[src/rtl/bc_id_scoreboard.sv]
// bc_id_scoreboard: decode-stage register scoreboard.
// Each architectural register 1..31 has a small counter of writes that have
// issued but not yet been written back. Decode may issue only when its source
// registers have no pending writes and its destination counter has headroom.
// A writeback that lands in the same cycle is bypassed into the ready check.

module bc_id_scoreboard #(
    parameter int CNT_WIDTH       = 2,
    parameter int STALL_CNT_WIDTH = 32
) (
    input  logic                       i_clk,
    input  logic                       i_rst,
    input  logic                       i_id_valid,
    output logic                       o_id_ready,
    input  logic                       i_rs1_used,
    input  logic [4:0]                 i_rs1_addr,
    input  logic                       i_rs2_used,
    input  logic [4:0]                 i_rs2_addr,
    input  logic                       i_rd_wen,
    input  logic [4:0]                 i_rd_addr,
    input  logic                       i_wb_valid,
    input  logic [4:0]                 i_wb_addr,
    input  logic                       i_flush,
    output logic                       o_busy,
    output logic                       o_underflow,
    output logic [STALL_CNT_WIDTH-1:0] o_stall_cnt
);

    localparam logic [CNT_WIDTH-1:0] CNT_MAX = '1;

    // Entry 0 exists only so x0 can be indexed like any other register; it is
    // held at zero, which makes x0 look permanently free.
    logic [CNT_WIDTH-1:0] cnt [32];

    logic                 wb_retire;
    logic                 wb_underflow;
    logic                 issue;
    logic                 rd_inc;
    logic                 any_pending;
    logic [CNT_WIDTH-1:0] rs1_eff;
    logic [CNT_WIDTH-1:0] rs2_eff;
    logic [CNT_WIDTH-1:0] rd_eff;

    // Hazard evaluation: effective counts with same-cycle writeback bypass.
    // NOTE: every signal assigned here gets a value on every path, so no latch is inferred.
    always_comb begin
        wb_retire    = i_wb_valid && (i_wb_addr != 5'd0) && (cnt[i_wb_addr] != '0);
        wb_underflow = i_wb_valid && (i_wb_addr != 5'd0) && (cnt[i_wb_addr] == '0);

        rs1_eff = cnt[i_rs1_addr] - CNT_WIDTH'(wb_retire && (i_wb_addr == i_rs1_addr));
        rs2_eff = cnt[i_rs2_addr] - CNT_WIDTH'(wb_retire && (i_wb_addr == i_rs2_addr));
        rd_eff  = cnt[i_rd_addr]  - CNT_WIDTH'(wb_retire && (i_wb_addr == i_rd_addr));

        o_id_ready = !i_flush
                  && (!i_rs1_used || (rs1_eff == '0))
                  && (!i_rs2_used || (rs2_eff == '0))
                  && (!i_rd_wen   || (rd_eff != CNT_MAX));

        issue  = i_id_valid && o_id_ready;
        rd_inc = issue && i_rd_wen && (i_rd_addr != 5'd0);

        any_pending = 1'b0;
        for (int i = 1; i < 32; i++) begin
            any_pending = any_pending || (cnt[i] != '0);
        end
    end

    // Pending-write counters: flush clears, issue increments, writeback decrements.
    // NOTE: the counter array needs a reset because it is control state, not data storage.
    always_ff @(posedge i_clk or posedge i_rst) begin
        if (i_rst) begin
            for (int i = 0; i < 32; i++) begin
                cnt[i] <= '0;
            end
        end else begin
            cnt[0] <= '0;
            for (int i = 1; i < 32; i++) begin
                if (i_flush) begin
                    cnt[i] <= '0;
                end else if (rd_inc && (i_rd_addr == 5'(i))
                             && !(wb_retire && (i_wb_addr == 5'(i)))) begin
                    cnt[i] <= cnt[i] + 1'b1;
                end else if (wb_retire && (i_wb_addr == 5'(i))
                             && !(rd_inc && (i_rd_addr == 5'(i)))) begin
                    cnt[i] <= cnt[i] - 1'b1;
                end
            end
        end
    end

    // Busy flag lags the counters by one cycle.
    // NOTE: sequential state uses non-blocking assignments so all flops update together.
    always_ff @(posedge i_clk or posedge i_rst) begin
        if (i_rst) begin
            o_busy <= 1'b0;
        end else begin
            o_busy <= any_pending;
        end
    end

    // Sticky error for a writeback that has no matching pending write.
    always_ff @(posedge i_clk or posedge i_rst) begin
        if (i_rst) begin
            o_underflow <= 1'b0;
        end else if (!i_flush && wb_underflow) begin
            o_underflow <= 1'b1;
        end
    end

    // Saturating count of cycles where a valid instruction was held back.
    always_ff @(posedge i_clk or posedge i_rst) begin
        if (i_rst) begin
            o_stall_cnt <= '0;
        end else if (i_id_valid && !o_id_ready && !i_flush && (o_stall_cnt != '1)) begin
            o_stall_cnt <= o_stall_cnt + 1'b1;
        end
    end

endmodule

[config.mk]
export PLATFORM = sky130hd
export DESIGN_NAME = bc_id_scoreboard
export DESIGN_NICKNAME = d
export VERILOG_FILES = /design/src/rtl/bc_id_scoreboard.sv
export SDC_FILE = /design/constraint.sdc
export NUM_CORES = 1
export LEC_CHECK = 0
export CAP_MARGIN = 20
export CORE_UTILIZATION = 55
export CTS_CLUSTER_DIAMETER = 100
export DETAILED_ROUTE_END_ITERATION = 12
export GPL_TIMING_DRIVEN = 1
export PLACE_DENSITY = 0.76
export SLEW_MARGIN = 10
export SYNTH_ARGS = -nofsm -noshare
export SYNTH_HDL_FRONTEND = slang
export SYNTH_SLANG_ARGS = --single-unit
[constraint.sdc]
create_clock -name i_clk -period 9 [get_ports i_clk]
set_clock_uncertainty 0.05 [all_clocks]
set_input_delay 1.8 -clock i_clk [delete_from_list [all_inputs] [get_ports i_clk]]
set_output_delay 1.8 -clock i_clk [all_outputs]
set_load 0.01 [all_outputs]
Word level (Yosys, flattened, before mapping)
Index checks and enable logic that the tools add are counted.
{"block": "op_classes", "add_sub_neg": 66, "magnitude_cmp": 4, "n_eq_ne": 67, "mux": 105, "bitwise": 4, "reduce_logical": 308}
{"operator": "2-bit two-way mux", "n": 101}
{"operator": "5-bit equality test, second input constant", "n": 32}
{"operator": "1-bit logical AND", "n": 140}
{"operator": "3-bit nonzero test", "n": 31}
{"operator": "5-bit by 4-bit equality test with 1-bit output, second input constant", "n": 16}
{"operator": "1-bit zero test", "n": 67}
{"operator": "2-bit nonzero test", "n": 32}
{"operator": "2-bit by 1-bit adder with 2-bit output, second input constant", "n": 31}
{"operator": "2-bit by 1-bit subtractor with 2-bit output, second input constant", "n": 31}
{"operator": "2-bit binary-select mux with 5-bit select", "n": 4}
{"operator": "5-bit by 3-bit equality test with 1-bit output, second input constant", "n": 8}
{"operator": "1-bit logical OR", "n": 33}
{"operator": "32-bit by 1-bit adder with 32-bit output, second input constant", "n": 1}
{"operator": "32-bit != test, second input constant", "n": 1}
{"operator": "6-bit >= comparator, second input constant", "n": 4}
{"operator": "5-bit NOT with 6-bit output", "n": 4}
{"operator": "5-bit by 2-bit equality test with 1-bit output, second input constant", "n": 4}
{"operator": "5-bit equality test", "n": 3}
{"operator": "5-bit by 1-bit equality test with 1-bit output, second input constant", "n": 2}
{"operator": "5-bit nonzero test", "n": 2}
{"operator": "2-bit zero test", "n": 3}
{"operator": "2-bit by 1-bit subtractor with 2-bit output", "n": 3}
{"operator": "2-bit != test, second input constant", "n": 1}
{"block": "word_totals", "regBits": 96, "inputBits": 28, "output_inout_bits": 35}

Longest topological paths before layout
Gate-level depths: netlist of the first run.
{"block": "logic_depth", "depth_word": 31, "depth_mapped": 19}

Least setup slack after synthesis of the first run
OpenSTA, ideal clock, no wires.
{"block": "synth_timing", "path_type": "input-to-output", "startpoint": "in i_rd_addr[1]", "endpoint": "out o_id_ready", "arrival_ns": 4.894, "t_required_ns": 7.150, "path_slack_ns": 2.256, "stages": 12, "n_path_buf": 4, "cell_sequence": "buf_1 -> clkbuf_1 -> mux4_2 -> mux4_2 -> mux2i_1 -> ha_1 -> xnor2_1 -> a311oi_2 -> nand2_1 -> buf_6 -> buf_2 -> nor2_1"}
{"block": "synth_between", "elab_chain_len": 8}
{"item": "from (decl)", "line_no": "20", "text": "input logic [4:0] i_rd_addr,"}
{"item": "5-bit NOT with 6-bit output (not written as such)", "line_no": "52", "text": "rd_eff = cnt[i_rd_addr] - CNT_WIDTH'(wb_retire && (i_wb_addr == i_rd_addr));"}
{"item": "2-bit binary-select mux with 5-bit select", "line_no": "52"}
{"item": "2-bit two-way mux (not written as such) (2 in series)", "line_no": "52"}
{"item": "2-bit by 1-bit subtractor with 2-bit output *", "line_no": "52"}
{"item": "2-bit != test *", "line_no": "57", "text": "&& (!i_rd_wen || (rd_eff != CNT_MAX));"}
{"item": "1-bit logical OR *", "line_no": "57"}
{"item": "1-bit logical AND *", "line_no": "57"}
{"item": "to (decl)", "line_no": "14", "text": "output logic o_id_ready,"}
Every way passes the cells marked *; elsewhere a longest branch is shown, timed or not. The select of a mux whose other input is x is not followed.

Final worst setup path of the first run
{"block": "layout_timing", "startpoint": "in i_wb_addr[1]", "endpoint": "out o_id_ready"}
{"block": "layout_between", "elab_chain_len": 13}
{"item": "from (decl)", "line_no": "22", "text": "input logic [4:0] i_wb_addr,"}
{"item": "5-bit NOT with 6-bit output (not written as such)", "line_no": "47", "text": "wb_retire = i_wb_valid && (i_wb_addr != 5'd0) && (cnt[i_wb_addr] != '0);"}
{"item": "2-bit binary-select mux with 5-bit select", "line_no": "47"}
{"item": "2-bit two-way mux (not written as such) (2 in series)", "line_no": "47"}
{"item": "2-bit nonzero test", "line_no": "47"}
{"item": "1-bit logical AND", "line_no": "47"}
{"item": "1-bit logical AND", "line_no": "50", "text": "rs1_eff = cnt[i_rs1_addr] - CNT_WIDTH'(wb_retire && (i_wb_addr == i_rs1_addr));"}
{"item": "2-bit by 1-bit subtractor with 2-bit output", "line_no": "50"}
{"item": "2-bit zero test", "line_no": "55", "text": "&& (!i_rs1_used || (rs1_eff == '0))"}
{"item": "1-bit logical OR", "line_no": "55"}
{"item": "1-bit logical AND", "line_no": "55"}
{"item": "1-bit logical AND", "line_no": "56", "text": "&& (!i_rs2_used || (rs2_eff == '0))"}
{"item": "1-bit logical AND *", "line_no": "57"}
Marked as above.

==> metrics.md, run 1 <==
| Metric | Value |
|---|---|
| Status | `complete, no violations` |
| Post-Synth Adder-Cell Area | `0.306%` |
| Setup TNS | `0 ps` |
| Synth Area in XOR/XNOR | `under 10%` |
| CTS root buf | `clkbuf_16` |
| Pin count of the biggest net entering global routing | `between 70 and 80` |
| Crit path time final | `around 8100 ps` |
| Syn_nets | `just over 900` |
| Max-cap viol count | `0` |
| Slowest cell on crit path | `clkdlybuf4s50_1` |
| Max-slew headroom | `23.9%` |
| Worst setup SP type | `input pin` |
| Tightest Pin Transition | `~1100 ps` |
| Total wire length | `26,800 um` |
| #FFs+latches synth | `96` |
| LEAKAGE | `about 3.6 nW` |
| Fin cells | `1,112` |
| Avg WL per Cell | `24.1 um` |
| DRT iter0 DRCs | `just over 900` |
| Tcrit/Tclk final | `roughly 90%` |
| WP data arrival | `just over 6000 ps` |
| Fin nets | `roughly 950` |
| Cell variety after synth | `78` |
| Initial Util | `between 50% and 60%` |
| Worst Setup End Kind | `primary output` |
| Post-synthesis sequential area ratio | `approximately 29%` |
| Drt via density | `around 7.0` |
| Vias | `approximately 7,700` |
| Initial antenna violation count | `0` |
| CP peak stage delay | `770 ps` |
| Die area | `approximately 0.015 mm^2` |
| CP max FO | `20` |
| CTS H-Tree Depth | `3` |
| Max Root-Sink Buffers | `2` |
| Cell Chain, Critical Path | `clkdlybuf4s50_1 > nor3_1 > a21oi_1 > mux4_2 > a211oi_2 > nor3_1 > and4_1 > ha_1 > xnor2_1 > a311oi_2 > nand2_1 > nor2_1 > clkdlybuf4s50_1` |
| I/O Pins | `63` |
| Peak VDD IR | `0.000110 V` |
| Setup-failing EPs final | `0` |
| Slew Limit Fails | `0` |
| Main flop type after synthesis | `dfrtp_1` |
| Synth Area in Compound Gates | `10.4%` |
| Top cells by area, synth | `dfrtp_1, mux4_2, xnor2_1` |
| Critical path class | `in2out` |
| Syn Inst Count | `904` |
| CTS tree | `done` |
| Synth area leader | `dfrtp_1` |
| Ant diodes | `0` |
| Port Buffers | `62` |
| Core area | `between 0.01 and 0.015 mm^2` |
| Final ANT Viol Nets | `0` |
| Yosys top cell area share | `29.4%` |
| First-pass GRT wire length | `around 41,000 um` |
| Layout cells sized above 1 | `12.2%` |
| Async set-reset flop share out of synthesis | `between 90% and 100%` |
| Ys Warns | `0` |
| CTS hold repair buffers | `0` |
| Worst skew pair latency | `~360 ps` |
| Post-synth EDFFs | `0` |
| Die Height | `124 um` |
| Synth-to-Final Area Change | `11.5%` |
| Required time worst endpoint | `7150 ps` |
| # fillers | `between 1,000 and 1,500` |
| Core Rows | `44` |
| Vias in the first global route | `roughly 7,100` |
| PwrDens | `118 mW/mm^2` |
| Unrepaired setup endpoints after global routing | `false` |
| Mux cell area share after synthesis | `17.5%` |
| Die W | `approximately 120 um` |
| Clock Sinks | `between 90 and 100` |
| Clock-pin slew on the worst setup and hold paths | `approximately 80 ps` |
| Post-DP HPWL | `between 15,000 and 20,000 um` |
| DRC viols | `0` |
| Worst hold-check path type | `reg2reg` |
| Largest family of logic cells by synthesized area | `simple AND/OR/NAND/NOR gates` |
| GP Congestion | `~1` |
| CTS Buf Count | `9` |
| Fmax | `approximately 0.12 GHz` |
| Gr usage total | `roughly 36%` |
| Total grt overflow | `0` |
| Post-CTS Setup Repair Bufs | `0` |
| Post-synthesis simple-gate area fraction | `between 20 and 30%` |
| DRT Pass-1 Iters | `5` |
| Netlist Area Pre-Place | `~0.0082 mm^2` |
| Cts repair resizes | `0` |
| Final hold violations | `0` |
| Mean Syn Cell Area | `between 9 and 10 um^2` |
| Inst Count DP | `1,096` |
## state kept, by name (all words and copies together), names as in the netlist
| register | flops |
|---|---|
| o_underflow | 1 |
| cnt | 62 |
| o_busy | 1 |
| o_stall_cnt | 32 |
## synthesized netlist by cell type (all sizes together), types with 3 or more instances
cell type    n
nor4b        6
o21a        15
a32oi        3
dfrtp       96
nand4b       7
nand2b      11
a221oi       3
nor4        31
xnor2       50
mux2i       24
mux4        43
a211oi       4
or2          8
nand2       60
a21boi       3
and4         7
a21oi       26
inv         15
o41ai        4
nor3b       10
nand3       36
o21ai       17
and3        11
nand4       24
xor2        40
and2        11
or3b         4
nor2b       21
a21o         6
or4          6
nor2       104
a211o        5
mux2        19
a2111oi      4
or3         14
nor3        57
o311ai       4
buf         28
nand3b       3
clkbuf      38
## worst max-delay path, delay by kind of cell
family	cells	cell delay [ps]
mux	1	510
xor+xnor	1	130
simple gates	5	1290
fa+ha+maj	1	180
buf+inv	2	1390
compound gates	3	930
## final cells by class
type / instances / area [um^2] / share of cell area, %
Multi-Input combinational cell: 727 / 5420 / 59.4
Clock buffer: 11 / 253 / 2.77
Timing Repair Buffer: 74 / 706 / 7.74
Clock inverter: 5 / 46.3 / 0.508
Sequential cell: 96 / 2400 / 26.4
Inverter: 15 / 58.8 / 0.645
Tap cell: 184 / 230 / 2.53
## stage by stage
stage               utilization (%)  instance area [um^2]  hold WS, ps  worst slack, ps  power (mW)
floorplan                         -                  8170          448             2260       0.600
global placement               60.6                  8810          403             1150       0.679
detailed placement             60.6                  8810          407             1060       0.679
CTS                            62.7                  9110          426             1050        1.07
global route                   62.7                  9110          478              776        1.11
finish                         62.7                  9110          425              916        1.07
## worst paths after layout
check | slack (ps) | startpoint | to | cells after the start
setup / recovery | 920 | i_wb_addr[1] | o_id_ready | 13
hold / removal | 420 | o_underflow | o_underflow | 1
setup reg to reg | 4140 | cnt[18] | cnt[55] | 14
hold reg to reg | 420 | o_underflow | o_underflow | 1
max in group asynchronous | 6040 | i_rst | cnt[13] | 3
min in group asynchronous | 1790 | i_rst | o_stall_cnt[5] | 2
## kinds of logic (layout without fill, tap and decap cells)
| logic type | count (synthesis) | count (layout) |
|---|---|---|
| adder cells (fa/ha/maj) | 2 | 2 |
| AND/OR/NAND/NOR | 433 | 433 |
| buffers and inverters | 81 | 105 |
| multiplexers | 86 | 86 |
| flip-flops | 96 | 96 |
| XOR/XNOR | 90 | 90 |
| AO/OA/AOI/OAI | 116 | 116 |
## where the power goes
group | total, mW | internal, mW | leakage, nW | switching [mW]
Sequential | 0.466 | 0.445 | 1.31 | 0.0203
Combinational | 0.210 | 0.0845 | 2.14 | 0.126
Clock | 0.396 | 0.208 | 0.142 | 0.189
## placed cells by master, fill, tap and decap left out, drive strengths merged, types with 8 or more instances in the layout
cell / count
nor2: 104
dfrtp: 96
clkdlybuf4s50: 61
nand2: 60
nor3: 57
xnor2: 50
mux4: 43
xor2: 40
nand3: 36
nor4: 31
a21oi: 26
nand4: 24
mux2i: 24
nor2b: 21
mux2: 19
inv: 18
o21ai: 17
o21a: 15
or3: 14
buf: 13
nand2b: 11
and3: 11
and2: 11
clkbuf: 11
nor3b: 10
or2: 8
## routing by layer
metal | vias up | GRT usage (%) | wire length, um
li1 | 3378 | - | -
met1 | 3715 | 49.8 | 10800
met2 | 541 | 55.5 | 11800
met3 | 98 | 6.68 | 2860
met4 | 0 | 17.8 | 1260
met5 | - | 0 | 0
Power figures use the tool's default switching activity.
==> run 2, diff against run 1 <==
Clock period 9 ns to 10.1 ns, I/O delays scaled along.
==> metrics.md, run 2 (synthesis results as in run 1) <==
| Metric | Value |
|---|---|
| Setup-failing EPs final | `0 (unchanged)` |
| Post-DP HPWL | `18,500 um (-5.1%)` |
| Die area | `0.0154 mm^2 (unchanged)` |
| Die W | `124 um (unchanged)` |
| Status | `complete, no violations` |
| Worst hold-check path type | `reg2reg` |
| # fillers | `1,293 (+4.5%)` |
| Worst setup SP type | `input pin` |
| Ant diodes | `0 (unchanged)` |
| Reg power frac | `44.8% (+1.4 points)` |
| GP Congestion | `1.02 (+0.68%)` |
| Tightest Pin Transition | `1120 ps (-12.1 ps)` |
| Slew Limit Fails | `0 (unchanged)` |
| Setup TNS | `0 ps (unchanged)` |
| Most common cell after layout, fill and taps aside | `nor2_1` |
| Fmax | `0.116 GHz` |
| DRT Pass-1 Iters | `6 (+1)` |
| Max-cap viol count | `0 (unchanged)` |
| Peak VDD IR | `0.000119 V (+8.9%)` |
| Logic gate share of total power | `20.0% (+0.4 points)` |
| Core area | `0.0145 mm^2 (unchanged)` |
| Hold slack | `423 ps (-1.76 ps)` |
| First-pass GRT wire length | `39,200 um (-4.0%)` |
| Total grt overflow | `0 (unchanged)` |
| Commonest non-fill, non-tap cells in the layout | `nor2_1, dfrtp_1, clkdlybuf4s50_1` |
| CP max FO | `19 (-5.0%)` |
| CTS tree | `done` |
| Layout cells sized above 1 | `11.5% (-0.70 points)` |
| Largest Register | `cnt` |
| Unrepaired setup endpoints after global routing | `false` |
| Cts repair resizes | `0 (unchanged)` |
| Gr usage total | `34.7% (-1.6 points)` |
| Uppermost layer routed | `met4` |
| Final hold violations | `0 (unchanged)` |
| Clock Sinks | `96 (unchanged)` |
| Initial antenna violation count | `0 (unchanged)` |
| Vias in the first global route | `6,865 (-3.1%)` |
| PwrDens | `102 mW/mm^2 (-13%)` |
| CTS Buf Count | `9 (unchanged)` |
| Tcrit/Tclk final | `85.1%` |
| WL met2 | `11,600 um (-2.1%)` |
| Avg WL per Cell | `23.3 um (-3.2%)` |
| Switching pwr | `0.287 mW (-14%)` |
| Final ANT Viol Nets | `0 (unchanged)` |
| Crit path time final | `roughly 8600 ps` |
| Critical path class | `in2out` |
| Vias | `7,554 (-2.3%)` |
| Wl on met1 | `10,800 um (-0.74%)` |
| Pin count of the biggest net entering global routing | `79 (+1.3%)` |
| WP data arrival | `6530 ps (+300 ps)` |
| Number of flip-flops in the largest register | `62 (unchanged)` |
| Max Root-Sink Buffers | `2 (unchanged)` |
| Register-to-Register Path Depth | `14 (unchanged)` |
| Synth-to-Final Area Change | `10.7%` |
| Total wire length | `25,800 um (-3.6%)` |
| Worst skew pair latency | `360 ps (about the same)` |
| Post-CTS Setup Repair Bufs | `0 (unchanged)` |
| WL met3 | `2460 um (-14%)` |
| Worst Setup End Kind | `primary output` |
| I/O Pins | `63 (unchanged)` |
| Port Buffers | `62 (unchanged)` |
| Switching Share | `30.9% (-0.29 points)` |
| Core Rows | `44 (unchanged)` |
| Fin nets | `949 (-0.42%)` |
| Max-slew headroom | `24.7% (+0.81 points)` |
| DRT iter0 DRCs | `860 (-5.3%)` |
| LEAKAGE | `3.55 nW (-0.97%)` |
| Drt via density | `6.82 (-1.9%)` |
| Clock group share of total power | `35.1% (-1.9 points)` |
| CTS H-Tree Depth | `3 (unchanged)` |
| Initial Util | `56.2% (unchanged)` |
| Clock-pin slew on the worst setup and hold paths | `70 ps (about the same)` |
| CTS root buf | `clkbuf_16` |
| Required time worst endpoint | `8030 ps (+880 ps)` |
| Top flop regs | `cnt (62), o_stall_cnt (32)` |
| CTS hold repair buffers | `0 (unchanged)` |
| Die Height | `124 um (unchanged)` |
| Final Util | `62.3% (-0.43 points)` |
| Pint | `0.640 mW (-13%)` |
| DRC viols | `0 (unchanged)` |
| Hold depth | `1 (unchanged)` |
| Final Power | `0.927 mW (-14%)` |
==> run 2: per-stage QoR <==
| step | setup slack [ps] | std cells | cell area, um^2 |
|---|---|---|---|
| global route | 1250 | 1108 | 9050 |
| global placement | 1680 | 1092 | 8780 |
| finish | 1500 | 1108 | 9050 |
| floorplan | 2920 | 904 | 8170 |
| detailed placement | 1610 | 1092 | 8780 |
| CTS | 1600 | 1108 | 9050 |
==> run 2: worst paths after layout <==
| check | slack, ps | startpoint | to |
|---|---|---|---|
| worst max-delay path | 1500 | i_wb_addr[1] | o_id_ready |
| worst min-delay path | 420 | o_underflow | o_underflow |
| worst max register to register | 5300 | cnt[20] | cnt[55] |
| worst min register to register | 420 | o_underflow | o_underflow |
| max in group asynchronous | 6880 | i_rst | cnt[28] |
| min in group asynchronous | 2040 | i_rst | o_stall_cnt[5] |
==> run 2: critical path: stages <==
cell,delay (ps)
clkdlybuf4s50_1,750
nor2b_1,770
a221o_1,280
o21ai_1,70
a211oi_2,510
nor3_1,160
and4_1,190
ha_1,180
xnor2_1,130
a311oi_2,340
nand2_1,200
nor2_1,300
clkdlybuf4s50_1,610
==> run 2: routing by layer <==
layer / vias to the layer above / track usage (%)
met1: 3649 / 47.7
met4: 0 / 17.0
li1: 3368 / -
met2: 451 / 52.7
met3: 86 / 6.41
met5: - / 0
==> run 2: final cells by class <==
| class | instances | area, um^2 | share of cell area, % |
|---|---|---|---|
| sequential | 96 | 2400 | 26.5 |
| multi-input combinational | 727 | 5420 | 59.9 |
| timing repair buffer | 70 | 676 | 7.47 |
| clock buffer | 12 | 236 | 2.61 |
| inverter | 15 | 58.8 | 0.650 |
| tap | 184 | 230 | 2.54 |
| clock inverter | 4 | 30.0 | 0.332 |
==> run 2: power groups by stage <==
stage / clock [mW] / sequential, mW / combinational [mW]
2_1_floorplan: 0 / 0.422 / 0.113
4_1_cts: 0.328 / 0.415 / 0.184
6_report: 0.326 / 0.416 / 0.186
5_1_grt: 0.343 / 0.418 / 0.198
3_3_place_gp: 0 / 0.422 / 0.181
3_5_place_dp: 0 / 0.421 / 0.184
==> run 3, diff against run 2 <==
Settings changed: CORE_UTILIZATION 55 to 52, PLACE_DENSITY 0.76 to 0.72.
Clock period 10.1 ns to 11.05 ns, I/O delays scaled along.
==> metrics.md, run 3 (synthesis results as in run 1) <==
| Metric | Value |
|---|---|
| Status | `complete, no violations` |
| Vias | `7,486 (-0.90%)` |
| Reg power frac | `44.1% (-0.7 points)` |
| Max-cap viol count | `0 (unchanged)` |
| CTS root buf | `clkbuf_16` |
| Tcrit/Tclk final | `about 84%` |
| Core Rows | `45 (+2.3%)` |
| Crit path time final | `9260 ps` |
| Max Root-Sink Buffers | `2 (unchanged)` |
| GP Congestion | `1.00 (-2.0%)` |
| Ant diodes | `0 (unchanged)` |
| Die W | `127 um (+2.8%)` |
| Post-CTS Setup Repair Bufs | `0 (unchanged)` |
| Vias in the first global route | `7,084 (+3.2%)` |
| R2r endpoint | `cnt[31]` |
| Cell Chain, Critical Path | `clkdlybuf4s50_1 > nor2b_1 > a221o_1 > o21ai_1 > a211oi_2 > nor3_1 > and4_1 > ha_1 > xnor2_1 > a311oi_2 > nand2_1 > nor2_1 > clkdlybuf4s50_1` |
| CP max FO | `27 (+8)` |
| Switching Share | `29.9% (-1.0 points)` |
| Slowest cell on crit path | `clkdlybuf4s50_1` |
| Die Height | `127 um (+2.8%)` |
| Worst skew pair latency | `360 ps (about the same)` |
| DRT iter0 DRCs | `790 (-8.1%)` |
| GR Layer Usage met1 | `45.4% (-2.3 points)` |
| Internal reg-to-reg setup slack | `6230 ps (+930 ps)` |
| Hold path start | `o_underflow` |
| Setup-failing EPs final | `0 (unchanged)` |
| Layout cells sized above 1 | `11.5% (+0.025 points)` |
| CTS tree | `done` |
| Grt peak-use layer | `met2` |
| Worst hold-check path type | `reg2reg` |
| Hold depth | `1 (unchanged)` |
| Switching pwr | `0.258 mW (-9.9%)` |
| CP peak stage delay | `970 ps (+200 ps)` |
| Top flop regs | `cnt (62), o_stall_cnt (32)` |
| Register-to-Register Path Depth | `14 (unchanged)` |
| Most frequent CP cell | `clkdlybuf4s50_1` |
| Port Buffers | `62 (unchanged)` |
| Logic gate share of total power | `19.3% (-0.7 points)` |
| Drt via density | `6.61 (-3.1%)` |
| LEAKAGE | `3.57 nW (+0.30%)` |
| Pin count of the biggest net entering global routing | `75 (-5.1%)` |
| Most common cell after layout, fill and taps aside | `nor2_1` |
| Peak VDD IR | `0.0000709 V (-41%)` |
| PwrDens | `95.0 mW/mm^2 (-7.3%)` |
| Final hold violations | `0 (unchanged)` |
| DRT Pass-1 Iters | `5 (-1)` |
| Worst Setup End Kind | `primary output` |
| Core area | `0.0153 mm^2 (+5.0%)` |
| Total grt overflow | `0 (unchanged)` |
| CTS H-Tree Depth | `3 (unchanged)` |
| Required time worst endpoint | `8790 ps (+760 ps)` |
| Inst Count DP | `1,118 (+2.4%)` |
| Die area | `0.0162 mm^2 (+5.7%)` |
| Post-DP HPWL | `18,200 um (-1.5%)` |
| CTS hold repair buffers | `0 (unchanged)` |
| Gr usage total | `32.9% (-1.9 points)` |
| I/O Pins | `63 (unchanged)` |
| Fmax | `between 0.1 and 0.15 GHz` |
| Met2 Use GR | `48.9% (-3.8 points)` |
| Pre-CTS setup slack | `1960 ps (+351 ps)` |
| Clock Sinks | `96 (unchanged)` |
| Fin nets | `948 (-0.11%)` |
| Worst setup path startpoint | `i_wb_addr[1]` |
| Cts repair resizes | `0 (unchanged)` |
| Pint | `0.606 mW (-5.4%)` |
| Initial antenna violation count | `0 (unchanged)` |
| WP data arrival | `7000 ps (+470 ps)` |
| DRC viols | `0 (unchanged)` |
| Number of flip-flops in the largest register | `62 (unchanged)` |
| Unrepaired setup endpoints after global routing | `false` |
| Final Util | `59.6% (-2.7 points)` |
| Max-slew headroom | `26.7% (+1.9 points)` |
| Critical path class | `in2out` |
| Commonest non-fill, non-tap cells in the layout | `nor2_1, dfrtp_1, clkdlybuf4s50_1` |
| Slew Limit Fails | `0 (unchanged)` |
| Clock group share of total power | `36.6% (+1.5 points)` |
| Fin cells | `1,133 (+2.3%)` |
| Total wire length | `25,600 um (-0.77%)` |
| Setup TNS | `0 ps (unchanged)` |
| Tightest Pin Transition | `1100 ps (-22.3 ps)` |
| Final ANT Viol Nets | `0 (unchanged)` |
| GR Util met3 | `7.37% (+0.96 points)` |
| First-pass GRT wire length | `40,300 um (+2.8%)` |
| Largest Register | `cnt` |
| Synth-to-Final Area Change | `11.3%` |
| Critical register-to-register path startpoint | `cnt[4]` |
| Avg WL per Cell | `22.6 um (-3.0%)` |
| Worst setup margin | `1790 ps (+292 ps)` |
| CTS Buf Count | `9 (unchanged)` |
| Clock-pin slew on the worst setup and hold paths | `60 ps (about the same)` |
| Hold slack | `425 ps (+1.63 ps)` |
| Initial Util | `53.6% (-2.7 points)` |
| Worst setup SP type | `input pin` |
| WHS Endpoint | `o_underflow` |
==> run 3: changes by cell type in the layout (fill, tap and decap cells not counted) <==
cell	previous run	this run
clkinvlp_4	1	0
bufinv_16	0	1
clkbuf_1	3	1
buf_4	8	7
clkinv_2	1	2
==> run 3: worst max-delay path by stage <==
stage,endpoint,slack (ps),depth (start not counted)
after global routing,o_id_ready,1470,13
after CTS,o_id_ready,1950,13
final,o_id_ready,1790,13
after detailed placement,o_id_ready,1960,13
after floorplan,o_id_ready,3490,12
after global placement,o_id_ready,2100,13
==> run 3: cell type report <==
class	count	area, um^2
Fill cell	1325	6160
Multi-Input combinational cell	727	5420
Sequential cell	96	2400
Timing Repair Buffer	69	668
Tap cell	211	264
Clock buffer	10	229
Inverter	15	58.8
Clock inverter	5	57.6
==> run 3: routing by layer <==
| layer | share of wire [%] | routed length (um) |
|---|---|---|
| met4 | 3.8 | 965 |
| met1 | 41 | 10500 |
| met5 | 0 | 0 |
| met3 | 11 | 2870 |
| met2 | 44 | 11300 |
==> run 3: power groups by stage <==
stage | sequential, mW | combinational, mW | clock, mW
3_5_place_dp | 0.386 | 0.165 | 0
5_1_grt | 0.383 | 0.180 | 0.333
6_report | 0.381 | 0.167 | 0.316
3_3_place_gp | 0.387 | 0.162 | 0
4_1_cts | 0.380 | 0.165 | 0.321
2_1_floorplan | 0.386 | 0.103 | 0
==> run 3: per-stage QoR <==
step	instance area (um^2)	power [mW]
after global routing	9100	0.895
after detailed placement	8810	0.551
after global placement	8810	0.549
final	9100	0.864
after floorplan	8170	0.489
after CTS	9100	0.867
==> run 3: worst max-delay path, delay by kind of cell <==
family	cells	cell delay, ps
compound gates	4	1190
buf+inv	2	1580
simple gates	5	1680
fa+ha+maj	1	180
xor+xnor	1	130
